File: src/rtl/r5p_ifu_pkg.sv
// r5p_ifu_pkg: shared types and helpers for the R5P instruction fetch unit.
// Latency: n/a (types, constants and a pure function only).
// Backpressure: n/a.
package r5p_ifu_pkg;

  localparam int unsigned INS_SIZ_W = 3;

  // one queue entry: fetched word plus its bus error flag
  typedef struct packed {
    logic        err;
    logic [31:0] dat;
  } pfq_ent_t;

  // size in bytes of an instruction from the two LSBs of its low halfword
  function automatic logic [INS_SIZ_W-1:0] opsiz16(input logic [1:0] op);
    return (op == 2'b11) ? 3'd4 : 3'd2;
  endfunction

endpackage

File: src/rtl/r5p_ifu_pfq_fifo.sv
// r5p_ifu_pfq_fifo: DEPTH-entry circular word buffer exposing its two head entries.
// Latency: a pushed entry is visible at the head the cycle after the push.
// Backpressure: none internally; the owner must not push when full or pop more than held.
module r5p_ifu_pfq_fifo
  import r5p_ifu_pkg::*;
#(
  parameter  int unsigned DEPTH = 4,
  localparam int unsigned PTR_W = $clog2(DEPTH),
  localparam int unsigned CNT_W = $clog2(DEPTH+1)
)(
  input  logic             clk,
  input  logic             rst,
  input  logic             flush_i,
  input  logic             push_i,
  input  pfq_ent_t         push_dat_i,
  input  logic [1:0]       pop_i,
  output pfq_ent_t         hd0_o,
  output pfq_ent_t         hd1_o,
  output logic [CNT_W-1:0] cnt_o
);

  pfq_ent_t         mem_q [DEPTH];
  logic [PTR_W-1:0] wptr_q;
  logic [PTR_W-1:0] rptr_q;
  logic [PTR_W-1:0] rptr_nx;
  logic [CNT_W-1:0] cnt_q;

  // pointers wrap naturally because DEPTH is a power of two
  always_ff @(posedge clk) begin
    if (rst || flush_i) begin
      wptr_q <= '0;
      rptr_q <= '0;
      cnt_q  <= '0;
    end else begin
      if (push_i) wptr_q <= wptr_q + PTR_W'(1);
      rptr_q <= rptr_q + PTR_W'(pop_i);
      cnt_q  <= cnt_q + CNT_W'(push_i) - CNT_W'(pop_i);
    end
  end

  // storage write; contents need no reset since the count qualifies them
  always_ff @(posedge clk) begin
    if (push_i && !flush_i && !rst) mem_q[wptr_q] <= push_dat_i;
  end

  assign rptr_nx = rptr_q + PTR_W'(1);
  assign hd0_o   = mem_q[rptr_q];
  assign hd1_o   = mem_q[rptr_nx];
  assign cnt_o   = cnt_q;

endmodule

File: src/rtl/r5p_ifu_pfq.sv
// r5p_ifu_pfq: prefetch queue and instruction realignment between fetch bus and decoder.
// Latency: one cycle from bus response to ins_vld; outputs are combinational from the queue head.
// Backpressure: ins_rdy=0 holds the instruction; requests stop once occupancy+in-flight reaches DEPTH.
// Compressed (16-bit) instruction support is enabled by defining R5P_IFU_PFQ_C_EN.
module r5p_ifu_pfq
  import r5p_ifu_pkg::*;
#(
  parameter int unsigned     XLEN    = 32,
  parameter int unsigned     DEPTH   = 4,
  parameter logic [XLEN-1:0] IFU_RST = '0,
  parameter logic [XLEN-1:0] IFU_MSK = '1
)(
  input  logic                 clk,
  input  logic                 rst,
  output logic                 ifb_vld,
  output logic [XLEN-1:0]      ifb_adr,
  input  logic                 ifb_rdy,
  input  logic [31:0]          ifb_rdt,
  input  logic                 ifb_err,
  input  logic                 jmp_vld,
  input  logic [XLEN-1:0]      jmp_adr,
  output logic                 ins_vld,
  input  logic                 ins_rdy,
  output logic [31:0]          ins_dat,
  output logic [INS_SIZ_W-1:0] ins_siz,
  output logic [XLEN-1:0]      ins_pc,
  output logic                 ins_err
);

  localparam int unsigned     CNT_W   = $clog2(DEPTH+1);
  localparam logic [XLEN-1:0] ADR_ALN = ~XLEN'(3);
`ifdef R5P_IFU_PFQ_C_EN
  localparam logic [XLEN-1:0] PC_ALN  = ~XLEN'(1);
  localparam logic            HOF_RST = IFU_RST[1];
`else
  localparam logic [XLEN-1:0] PC_ALN  = ADR_ALN;
  localparam logic            HOF_RST = 1'b0;
`endif

  logic [XLEN-1:0]  adr_q, adr_d;   // next fetch address
  logic [XLEN-1:0]  jta_q, jta_d;   // redirect target waiting for a stalled request
  logic             jpn_q, jpn_d;   // stalled request on the bus is stale
  logic             inf_q;          // response expected this cycle
  logic             drp_q;          // that response belongs to a flushed stream
  logic [XLEN-1:0]  pc_q, pc_d;
  logic             hof_q, hof_d;   // halfword offset into the head word
  logic             hof_ins;        // offset after consuming the current instruction
  logic [1:0]       pop_ins;        // words freed by consuming the current instruction
  logic             xfer, push, cns;
  logic [1:0]       pop;
  pfq_ent_t         hd0;
  logic [CNT_W-1:0] cnt;
`ifdef R5P_IFU_PFQ_C_EN
  pfq_ent_t         hd1;
  logic [15:0]      hd1_hi_unused;  // upper half of the second entry never joins the current instruction
  logic [15:0]      lo;
  assign hd1_hi_unused = hd1.dat[31:16];
`else
  pfq_ent_t         hd1_unused;
`endif

  assign ifb_vld = ~rst & ((32'(cnt) + 32'(inf_q)) < DEPTH);
  assign ifb_adr = adr_q;
  assign xfer    = ifb_vld & ifb_rdy;
  assign push    = inf_q & ~drp_q & ~jmp_vld;
  assign cns     = ins_vld & ins_rdy & ~jmp_vld;
  assign pop     = cns ? pop_ins : 2'd0;
  assign ins_pc  = pc_q;

  r5p_ifu_pfq_fifo #(.DEPTH(DEPTH)) u_fifo (
    .clk        (clk),
    .rst        (rst),
    .flush_i    (jmp_vld),
    .push_i     (push),
    .push_dat_i ('{err: ifb_err, dat: ifb_rdt}),
    .pop_i      (pop),
    .hd0_o      (hd0),
`ifdef R5P_IFU_PFQ_C_EN
    .hd1_o      (hd1),
`else
    .hd1_o      (hd1_unused),
`endif
    .cnt_o      (cnt)
  );

`ifdef R5P_IFU_PFQ_C_EN
  // realign: 16-bit takes one halfword, 32-bit at h=1 borrows the low half of the next word
  always_comb begin
    lo      = hof_q ? hd0.dat[31:16] : hd0.dat[15:0];
    ins_siz = opsiz16(lo[1:0]);
    ins_vld = (cnt != '0);
    ins_dat = {16'h0000, lo};
    ins_err = hd0.err;
    hof_ins = hof_q;
    pop_ins = 2'd1;
    if (ins_siz == 3'd2) begin
      hof_ins = ~hof_q;
      pop_ins = {1'b0, hof_q};
    end else if (!hof_q) begin
      ins_dat = hd0.dat;
    end else begin
      // straddle frees only the head word; the next word's upper half is still pending
      ins_vld = (cnt >= CNT_W'(2));
      ins_dat = {hd1.dat[15:0], lo};
      ins_err = hd0.err | hd1.err;
    end
  end
`else
  // every instruction is a full aligned word
  always_comb begin
    ins_siz = 3'd4;
    ins_vld = (cnt != '0);
    ins_dat = hd0.dat;
    ins_err = hd0.err;
    hof_ins = 1'b0;
    pop_ins = 2'd1;
  end
`endif

  // fetch address sequencing; a redirect during a stalled request waits for its acceptance
  always_comb begin
    adr_d = adr_q;
    jta_d = jta_q;
    jpn_d = jpn_q;
    if (xfer) begin
      adr_d = (jpn_q ? jta_q : adr_q + XLEN'(4)) & IFU_MSK;
      jpn_d = 1'b0;
    end
    if (jmp_vld) begin
      if (ifb_vld && !ifb_rdy) begin
        jpn_d = 1'b1;
        jta_d = jmp_adr & ADR_ALN & IFU_MSK;
      end else begin
        adr_d = jmp_adr & ADR_ALN & IFU_MSK;
        jpn_d = 1'b0;
      end
    end
  end

  // program counter and halfword offset; redirect overrides any consume
  always_comb begin
    pc_d  = pc_q;
    hof_d = hof_q;
    if (jmp_vld) begin
      pc_d  = jmp_adr & PC_ALN;
`ifdef R5P_IFU_PFQ_C_EN
      hof_d = jmp_adr[1];
`else
      hof_d = 1'b0;
`endif
    end else if (cns) begin
      pc_d  = pc_q + XLEN'(ins_siz);
      hof_d = hof_ins;
    end
  end

  // state registers; responses to stale requests are tagged for dropping
  always_ff @(posedge clk) begin
    if (rst) begin
      adr_q <= IFU_RST & ADR_ALN & IFU_MSK;
      jta_q <= '0;
      jpn_q <= 1'b0;
      inf_q <= 1'b0;
      drp_q <= 1'b0;
      pc_q  <= IFU_RST;
      hof_q <= HOF_RST;
    end else begin
      adr_q <= adr_d;
      jta_q <= jta_d;
      jpn_q <= jpn_d;
      inf_q <= xfer;
      drp_q <= xfer & (jmp_vld | jpn_q);
      pc_q  <= pc_d;
      hof_q <= hof_d;
    end
  end

endmodule

File: config.mk
export PLATFORM = sky130hd
export DESIGN_NAME = r5p_ifu_pfq
export DESIGN_NICKNAME = d
export VERILOG_FILES = /design/src/rtl/r5p_ifu_pkg.sv /design/src/rtl/r5p_ifu_pfq_fifo.sv /design/src/rtl/r5p_ifu_pfq.sv
export SDC_FILE = /design/constraint.sdc
export NUM_CORES = 1
export LEC_CHECK = 0
export BUFFER_PORTS_ARGS = -buffer_cell sky130_fd_sc_hd__buf_2
export CAP_MARGIN = 30
export CORE_UTILIZATION = 51
export DETAILED_ROUTE_END_ITERATION = 8
export GPL_TIMING_DRIVEN = 1
export PLACE_DENSITY_LB_ADDON = 0.08
export REMOVE_ABC_BUFFERS = 1
export SLEW_MARGIN = 20
export SYNTH_ARGS = -nofsm -noshare
export SYNTH_HDL_FRONTEND = slang
export SYNTH_SLANG_ARGS = --single-unit
File: constraint.sdc
create_clock -name clk -period 2.3 [get_ports clk]
set_input_delay 0.23 -clock clk [delete_from_list [all_inputs] [get_ports clk]]
set_output_delay 0.23 -clock clk [all_outputs]
set_load 0.01 [all_outputs]
---- Word-level counts from Yosys, hierarchy flattened ----
Memory sizes are Yosys's and may differ from the RTL's. A register that Yosys moved wholly into a read port is not among the register bits.
Cells that the tools add are included.
operators by class
  multiplexer cells ....................... 13
  magnitude comparators ................... 1
  add/subtract/negate cells ............... 7
  reduce and logical (&&, ||, !) cells .... 12
  bitwise gates (word level) .............. 11
operators by type and width
  cell                                                                   count
  32-bit two-way mux                                                     6
  32-bit by 3-bit adder with 32-bit output (second input constant)       2
  1-bit bitwise AND                                                      7
  1-bit two-way mux                                                      6
  3-bit by 1-bit adder with 4-bit output                                 1
  4-bit by 3-bit < comparator with 1-bit output (second input constant)  1
  2-bit nonzero test                                                     2
  3-bit by 1-bit adder with 3-bit output                                 1
  1-bit logical AND                                                      3
  1-bit zero test                                                        3
  1-bit NOT                                                              3
  3-bit nonzero test                                                     1
  3-bit by 1-bit subtractor with 3-bit output                            1
  2-bit by 1-bit adder with 2-bit output                                 1
  2-bit by 1-bit adder with 2-bit output (second input constant)         1
  2-bit two-way mux                                                      1
  2-bit AND reduction                                                    1
  2-bit OR reduction                                                     1
  1-bit logical OR                                                       1
  1-bit OR                                                               1
word-level totals
  RAM bits ................................ 132
  memories ................................ 1
  register bits after elaboration ......... 104
  input bits .............................. 70
  output and inout bits ................... 102
memories
  memory        depth  width  read ports  clocked after Yosys merged registers in  wr ports  RTL line                RTL
  u_fifo.mem_q  4      33     1           1                                        1         r5p_ifu_pfq_fifo.sv:22  pfq_ent_t mem_q [DEPTH];

---- Depth between registers and ports, before layout ----
Gate-level depths: netlist (run 1).
  depth in word-level cells ............... 7
  depth in mapped cells ................... 11

---- Modules after synthesis ----
From an unflattened synthesis (run 1), not the netlist that was laid out.
second synthesis, totals
  cells, all modules ...................... 920
  area total of the unflattened synthesis .. 11155.7 µm²
by module, submodules not included
  module            cells each  instances  area an instance (µm²)
  r5p_ifu_pfq_fifo  250         1          5984.5
  r5p_ifu_pfq       670         1          5171.2

---- Worst setup path before layout (run 1) ----
No wires, ideal clock.
  kind .................................... input -> register
  start ................................... in jmp_vld
  end ..................................... mem u_fifo.mem_q[0][0] in the netlist's numbering (enable)
  path buffers ............................ 2
  path slack .............................. -0.181 ns
  cell stages on the path ................. 4
  required time ........................... 1.907 ns
  library setup time ...................... 0.393 ns
  data arrival time ....................... 2.088 ns
  path through ............................ clkbuf_1 clkbuf_1 nor3b_1 and3_1
on the way
  longest elaborated chain between the ends .. 6
ends and longest elaborated chain
  element                                  RTL line                RTL
  start: declaration                       r5p_ifu_pfq.sv:20       input logic jmp_vld,
  1-bit NOT                                r5p_ifu_pfq.sv:65       assign push = inf_q & ~drp_q & ~jmp_vld;
  1-bit bitwise AND                        r5p_ifu_pfq.sv:65
  via push                                 r5p_ifu_pfq.sv:49       logic xfer, push, cns;
  1-bit logical AND (2 in series)          r5p_ifu_pfq_fifo.sv:43  if (push_i && !flush_i && !rst) mem_q[wptr_q] <= push_dat_i;
  1-bit two-way mux                        r5p_ifu_pfq_fifo.sv:43
  1-bit two-way mux (not written as such)  r5p_ifu_pfq_fifo.sv:43
  end: declaration                         r5p_ifu_pfq_fifo.sv:22
The timed path passes the listed nets, and every way through them passes these cells.

---- Final worst setup path (run 1) ----
  start ................................... reg u_fifo.cnt_q[1] (netlist: u_fifo.cnt_o[1])
  end ..................................... out ifb_vld
on the way
  longest elaborated chain between the ends .. 3
ends and longest elaborated chain
  element                                        RTL line                RTL
  start: declaration                             r5p_ifu_pfq_fifo.sv:26  logic [CNT_W-1:0] cnt_q;
  start signal: assignment                       r5p_ifu_pfq_fifo.sv:37  cnt_q <= cnt_q + CNT_W'(push_i) - CNT_W'(pop_i);
  3-bit by 1-bit adder with 4-bit output         r5p_ifu_pfq.sv:62       assign ifb_vld = ~rst & ((32'(cnt) + 32'(inf_q)) < DEPTH);
  4-bit by 3-bit < comparator with 1-bit output  r5p_ifu_pfq.sv:62
  1-bit bitwise AND                              r5p_ifu_pfq.sv:62
  end: declaration                               r5p_ifu_pfq.sv:15       output logic ifb_vld,
No other way between the ends.

==> results of run 1 <==
-- registers in the layout, summed over array words and instances (netlist names) --
signal         cells
drp_q              1
ifb_adr           32
inf_q              1
ins_pc            30
jpn_q              1
jta_q             30
u_fifo.cnt_o       3
u_fifo.mem_q     132
u_fifo.rptr_q      2
u_fifo.wptr_q      2
-- repair_timing --
item,in CTS,in global routing
setup buffers,3,0
pin swaps,1,1
hold buffers,63,0
endpoints found under the hold margin,176,0
setup endpoints to repair,1,8
gates resized for setup,2,1
-- metal layers --
| metal | track usage | vias up | routed length, µm |
|---|---|---|---|
| li1 | - | 3938 | - |
| met1 | 0.3476 | 3969 | 11600 |
| met2 | 0.4512 | 289 | 13540 |
| met3 | 0.03145 | 47 | 1587 |
| met4 | 0.06842 | 0 | 654 |
| met5 | 0 | - | 0 |
-- per-stage QoR --
step,util,total power [mW],hold slack [ns],setup WS (ns),std cells
5_1_grt,0.6632,9.870,0.2617,0.004750,1449
3_5_place_dp,0.5877,5.480,0.4433,0.1396,1339
3_3_place_gp,0.5877,5.470,0.4292,0.1781,1339
4_1_cts,0.6627,9.599,0.2424,0.03109,1449
6_report,0.6633,9.535,0.2628,0.07773,1450
2_1_floorplan,-,5.077,0.2991,-0.9244,853
-- synthesized netlist by cell type, types with 8 or more instances --
| library cell | count |
|---|---|
| edfxtp_1 | 132 |
| dfxtp_1 | 102 |
| nand2_1 | 99 |
| nor2_1 | 70 |
| a21oi_1 | 68 |
| clkbuf_1 | 46 |
| mux4_2 | 33 |
| o21ai_0 | 31 |
| a211oi_1 | 26 |
| nand3_1 | 25 |
| inv_1 | 22 |
| xnor2_1 | 21 |
| nand4_1 | 17 |
| nor3_1 | 17 |
| and3_1 | 14 |
| a221oi_1 | 10 |
| ha_1 | 10 |
| o22ai_1 | 10 |
| xor2_1 | 10 |
| and2_1 | 9 |
| and4_1 | 8 |
| nor4_2 | 8 |
| o31ai_1 | 8 |
| o32ai_1 | 8 |
-- critical path: stages (launching register included) --
cell and delay (ns):
dfxtp_1 0.36, ha_1 0.26, nand3b_1 0.26, o32ai_4 0.32, buf_6 0.17, buf_2 0.12
-- power by group through the flow --
stage	clock [mW]	combinational (mW)	sequential (mW)
floorplan	0	0.326	4.75
global route	4.29	0.916	4.66
finish	4.05	0.841	4.65
CTS	4.12	0.837	4.65
detailed placement	0	0.745	4.74
global placement	0	0.736	4.73
-- path summary, 6_finish.rpt --
path	start	endpoint	slack, ns	cells past startpoint
setup / recovery	u_fifo.cnt_o[1]	ifb_vld	0.08	5
hold reg to reg	jta_q[25]	jta_q[25]	0.45	2
hold / removal	jmp_vld	ins_pc[6]	0.26	4
setup reg to reg	u_fifo.cnt_o[1]	ifb_adr[0]	0.11	8
-- placed cells by master, fill, tap and decap left out, types with 9 or more instances in the layout --
cell type      instances
dfxtp_1              101
nand3_1               25
buf_2                164
xor2_1                10
a221oi_1              10
xnor2_1               21
inv_1                 22
a211oi_1              26
ha_1                  10
buf_4                 48
and3_1                14
mux4_2                33
nand4_1               17
nand2_1               99
and2_1                 9
a21oi_1               68
nor2_1                70
o22ai_1               10
edfxtp_1             132
nor3_1                17
dlygate4sd3_1         63
clkbuf_16             25
o21ai_0               31
-- cells by family after synthesis --
group,Yosys count,synth area share
other,2,0.0007172
buffers and inverters,87,0.03393
AO/OA/AOI/OAI,199,0.1230
multiplexers,42,0.07982
flip-flops,234,0.5735
AND/OR/NAND/NOR,308,0.1492
adder cells (fa/ha/maj),11,0.01386
XOR/XNOR,31,0.02593
-- layout make-up --
cell class	count	area (µm²)
clock inverters	10	115.1
flip-flops and latches	234	6007
repair buffers	282	1943
clock buffers	34	729.5
inverters	23	86.33
multi-input cells	596	4158
well taps	270	337.8
fillers	1573	6790
diodes	1	2.502
==> flow_summary_export.csv, run 1 <==
group,metric,value,unit
floorplanning,core,20170,µm²
detailed_routing,initialDrtViolationCount,500,
power,switchingPower,2.187,mW
power,seqPwrFrac,0.488,
layout,syn_to_final_growth,27.77,%
timing,final-setup-viol-count,0,
synth,syn_inst,914,
timing,final.setup_skew,0.01273,ns
timing,fmax,450.0,MHz
timing,timing.slew.headroom,0.6187,
detailed_routing,wirelength,27380,µm
detailed_routing,ant_nets,0,
detailed_routing,wl_per_cell,18.88,µm
synth,yosys.area.top_type_share,0.3785,
worst_setup_path,arrival,1.99,ns
placement,place_area,11850,µm²
clock_tree,clk_pin_slew,0.06,ns
layout,stdcell_area,13380,µm²
placement,place_hpwl,17870,µm
worst_setup_path,crit_fanout,4,
synth,synth_area_leaders,"edfxtp_1 38%, dfxtp_1 20%, mux4_2 7.1%",
clock_tree,cts_max_level,1,
placement,io_buffer_count,164,
layout,layout.nets,1242,
power,switching_share,0.2294,
synth,synth_top_area_cell,"edfxtp_1",
detailed_routing,drc,0,
worst_setup_path,cp-end-kind,"output port",
synth,syn_area,10470,µm²
global_route,grt_pass1_wl,43540,µm
timing,worst_slew_pin_slew,0.5660,ns
global_route,grt_max_degree,52,
layout,drive_above_1_share,0.2680,
power,leakage,4.920,nW
worst_setup_path,required,2.07,ns
job,drv_cap,0,
synth,ys_types,66,
global_route,grt_pass1_vias,7978,
power,p_comb_frac,0.088,
power,p_per_area,712.7,nW/µm²
synth,synth_edf_count,132,
timing,rsz0062_at_grt,"false",
placement,place_congestion,0.8635,
clock_tree,cts_buffer_depth,3,
power,internal_power,7.348,mW
floorplanning,fp.dieH,145.3,µm
synth,ys_seq_area_frac,0.5735,
clock_tree,cts_root_buf,"clkbuf_16",
clock_tree,clk_latency,0.52,ns
timing,hold_violations,0,
clock_tree,cts_tree,"done",
outcome,status,"finished, final reports clean",
floorplanning,start_util,0.5192,
detailed_routing,via_per_inst,5.685,
global_route,grt_antenna_before_repair,0,
timing,min_period_over_period,0.9662,
worst_setup_path,worstSetupPathType,"flop to output port",
clock_tree,clock_sinks,234,
clock_tree,numCtsBuffers,24,
floorplanning,die_x,145.3,µm
synth,synth_ff_type,"edfxtp_1",
detailed_routing,drt_pass1_iterations,5,
synth,yosys_register_bits,234,
global_route,grt.total_usage,0.2607,
floorplanning,ioPinCount,172,
worst_setup_path,start_kind,"flop",
timing,period_needed,2.222,ns
floorplanning,die-area,21110,µm²
worst_hold_path,hp-class,"primary input to flop",
global_route,overflow,0,
power,pwr-share-clk,0.424,
power,irDropWorstVdd,0.5087,mV
detailed_routing,vias,8243,
timing,slew_violations,0,
timing,finalSetupTns,0,ns
synth,yosysWarnings,0,
floorplanning,placementRows,52,
synth,syn_avg_cell_area,11.46,µm²
synth,synthArstFlopShare,0,
(Power assumes the default switching activity.)
==> inputs of run 2 (changes only) <==
CORE_ASPECT_RATIO = 1.4   (was default)
CORE_UTILIZATION = 53   (was 51)
CTS_BUF_LIST = sky130_fd_sc_hd__clkbuf_8   (was default)
==> flow_summary_export.csv, run 2 (synthesis results as in run 1) <==
group,metric,value,unit
floorplanning,die_x,120.8,µm
clock_tree,clock_sinks,234,
power,switching_share,0.2444,
layout,layout.cells.most_common,"buf_2",
worst_hold_path,hold_path_end,"ins_pc[11]",
global_route,grt_max_degree,62,
detailed_routing,drt_pass1_iterations,5,
worst_setup_path,start_kind,"flop",
worst_setup_path,arrival,1.96,ns
timing,min_period_over_period,0.9533,
worst_setup_path,worstSetupPathType,"flop to output port",
timing,finalSetupTns,0,ns
worst_hold_path,hp-start,"jmp_vld",
global_route,grt_pass1_wl,43010,µm
power,p_per_area,658.2,nW/µm²
detailed_routing,vias,8324,
timing,worst_slack,0.1073,ns
timing,rsz0062_at_grt,"false",
layout,drive_above_1_share,0.2691,
placement,post-place-ws,0.1368,ns
layout,seqCellArea,6008,µm²
layout,final_cell_mix,"164 x buf_2, 132 x edfxtp_1, 100 x dfxtp_1, 99 x nand2_1, 70 x nor2_1",
placement,place_hpwl,17920,µm
worst_setup_path,reg2reg_slack,0.18,ns
layout,utilization,0.6805,
detailed_routing,wl_per_cell,18.87,µm
layout,syn_to_final_growth,25.39,%
floorplanning,core,19290,µm²
worst_hold_path,hold_depth,3,
global_route,overflow,0,
global_route,grt.total_usage,0.2717,
detailed_routing,initialDrtViolationCount,585,
placement,place_congestion,0.8640,
power,p_comb_frac,0.096,
timing,timing.slew.headroom,0.5361,
global_route,grt_pass1_vias,8273,
floorplanning,placementRows,60,
layout,multiInputGateArea,4165,µm²
detailed_routing,wirelength,27110,µm
worst_setup_path,cp-end-kind,"output port",
clock_tree,clk_pin_slew,0.06,ns
detailed_routing,via_per_inst,5.793,
clock_tree,numCtsBuffers,35,
worst_setup_path,required,2.07,ns
clock_tree,cts_root_buf,"clkbuf_8",
layout,diodes,0,
floorplanning,die-area,20330,µm²
clock_tree,cts_tree,"done",
power,leakage,4.836,nW
timing,slew_violations,0,
outcome,status,"finished, final reports clean",
worst_setup_path,worstRegToRegCells,7,
clock_tree,cts_max_level,2,
detailed_routing,ant_nets,0,
clock_tree,cts_buffer_depth,3,
timing,fmax,456.1,MHz
timing,final.setup_skew,0.02394,ns
layout,nFillCells,1487,
layout,regMostFlops,"u_fifo.mem_q",
power,switchingPower,2.112,mW
layout,layout.nets,1246,
worst_setup_path,r2r-end,"ifb_adr[26]",
job,drv_cap,0,
power,pwr-share-clk,0.366,
clock_tree,clk_latency,0.51,ns
power,irDropWorstVdd,0.4270,mV
global_route,grt_antenna_before_repair,0,
timing,whs,0.1083,ns
timing,worst_slew_pin_slew,0.6958,ns
layout,largest_register_ffs,132,
power,seqPwrFrac,0.538,
worst_setup_path,timing.rr.start,"u_fifo.cnt_o[1]",
worst_setup_path,crit_fanout,4,
detailed_routing,drc,0,
floorplanning,fp.dieH,168.3,µm
timing,final-setup-viol-count,0,
timing,period_needed,2.193,ns
timing,hold_violations,0,
floorplanning,ioPinCount,172,
floorplanning,start_util,0.5427,
worst_hold_path,hp-class,"primary input to flop",
placement,io_buffer_count,164,
power,internal_power,6.530,mW
[run 2: cell types whose count changed in the layout (fill, tap and decap cells not counted), moves of 2 or more]
cell,change
clkbuf_1,-2
clkinv_1,+5
clkbuf_8,+34
inv_1,+8
buf_4,-9
clkbuf_16,-25
clkinv_2,-2
bufinv_16,-2
[run 2: metrics by stage]
stage | std cells | cell area [µm²] | total power [mW]
floorplan | 853 | 10210 | 5.077
CTS | 1437 | 13110 | 8.725
finish | 1437 | 13130 | 8.642
global route | 1437 | 13130 | 8.972
detailed placement | 1310 | 11790 | 5.471
global placement | 1310 | 11790 | 5.456
[run 2: metal layers]
metal	track usage	up-vias	wire (µm)	part of all wire
met4	0.1149	0	959	0.035
met1	0.3132	4009	10560	0.39
met5	0	-	0	0
li1	-	3953	-	-
met2	0.4953	292	14070	0.52
met3	0.04234	70	1515	0.056
[run 2: how the worst max path moves through the flow]
stage	startpoint	to	slack (ns)	cells after the start
after floorplan	u_fifo.cnt_o[1]	ifb_adr[17]	-0.92	7
after global placement	u_fifo.cnt_o[0]	ins_pc[31]	0.16	7
after detailed placement	u_fifo.cnt_o[0]	ins_pc[31]	0.14	7
after CTS	u_fifo.cnt_o[1]	ifb_vld	0.03	5
after global routing	u_fifo.cnt_o[1]	ifb_vld	0.03	5
final	u_fifo.cnt_o[1]	ifb_vld	0.11	5
[run 2: power by group through the flow]
stage | logic, mW | clock network (mW) | registers, mW
CTS | 0.830 | 3.25 | 4.64
floorplan | 0.326 | 0 | 4.75
global route | 0.915 | 3.39 | 4.66
finish | 0.834 | 3.16 | 4.65
global placement | 0.725 | 0 | 4.73
detailed placement | 0.738 | 0 | 4.73
[run 2: timing repair]
action                     4_1_cts  5_1_grt
setup buffers                    3        0
hold buffers                    63        0
pin swaps                        1        1
gates resized for setup          2        7
setup endpoints to repair        1       14
cloned                           0        0
hold endpoints to repair       176        0
[run 2: layout make-up]
class,instances,area share
clock inverter,20,0.006766
multi-input combinational,596,0.3172
timing repair buffer,275,0.1452
clock buffer,41,0.04298
sequential,234,0.4576
inverter,23,0.006575
tap,248,0.02363
[run 2: critical path, cell delays in order (launching register included)]
cell,delay [ns]
dfxtp_1,0.36
ha_2,0.22
nand3b_1,0.25
o32ai_4,0.35
buf_6,0.16
buf_2,0.13
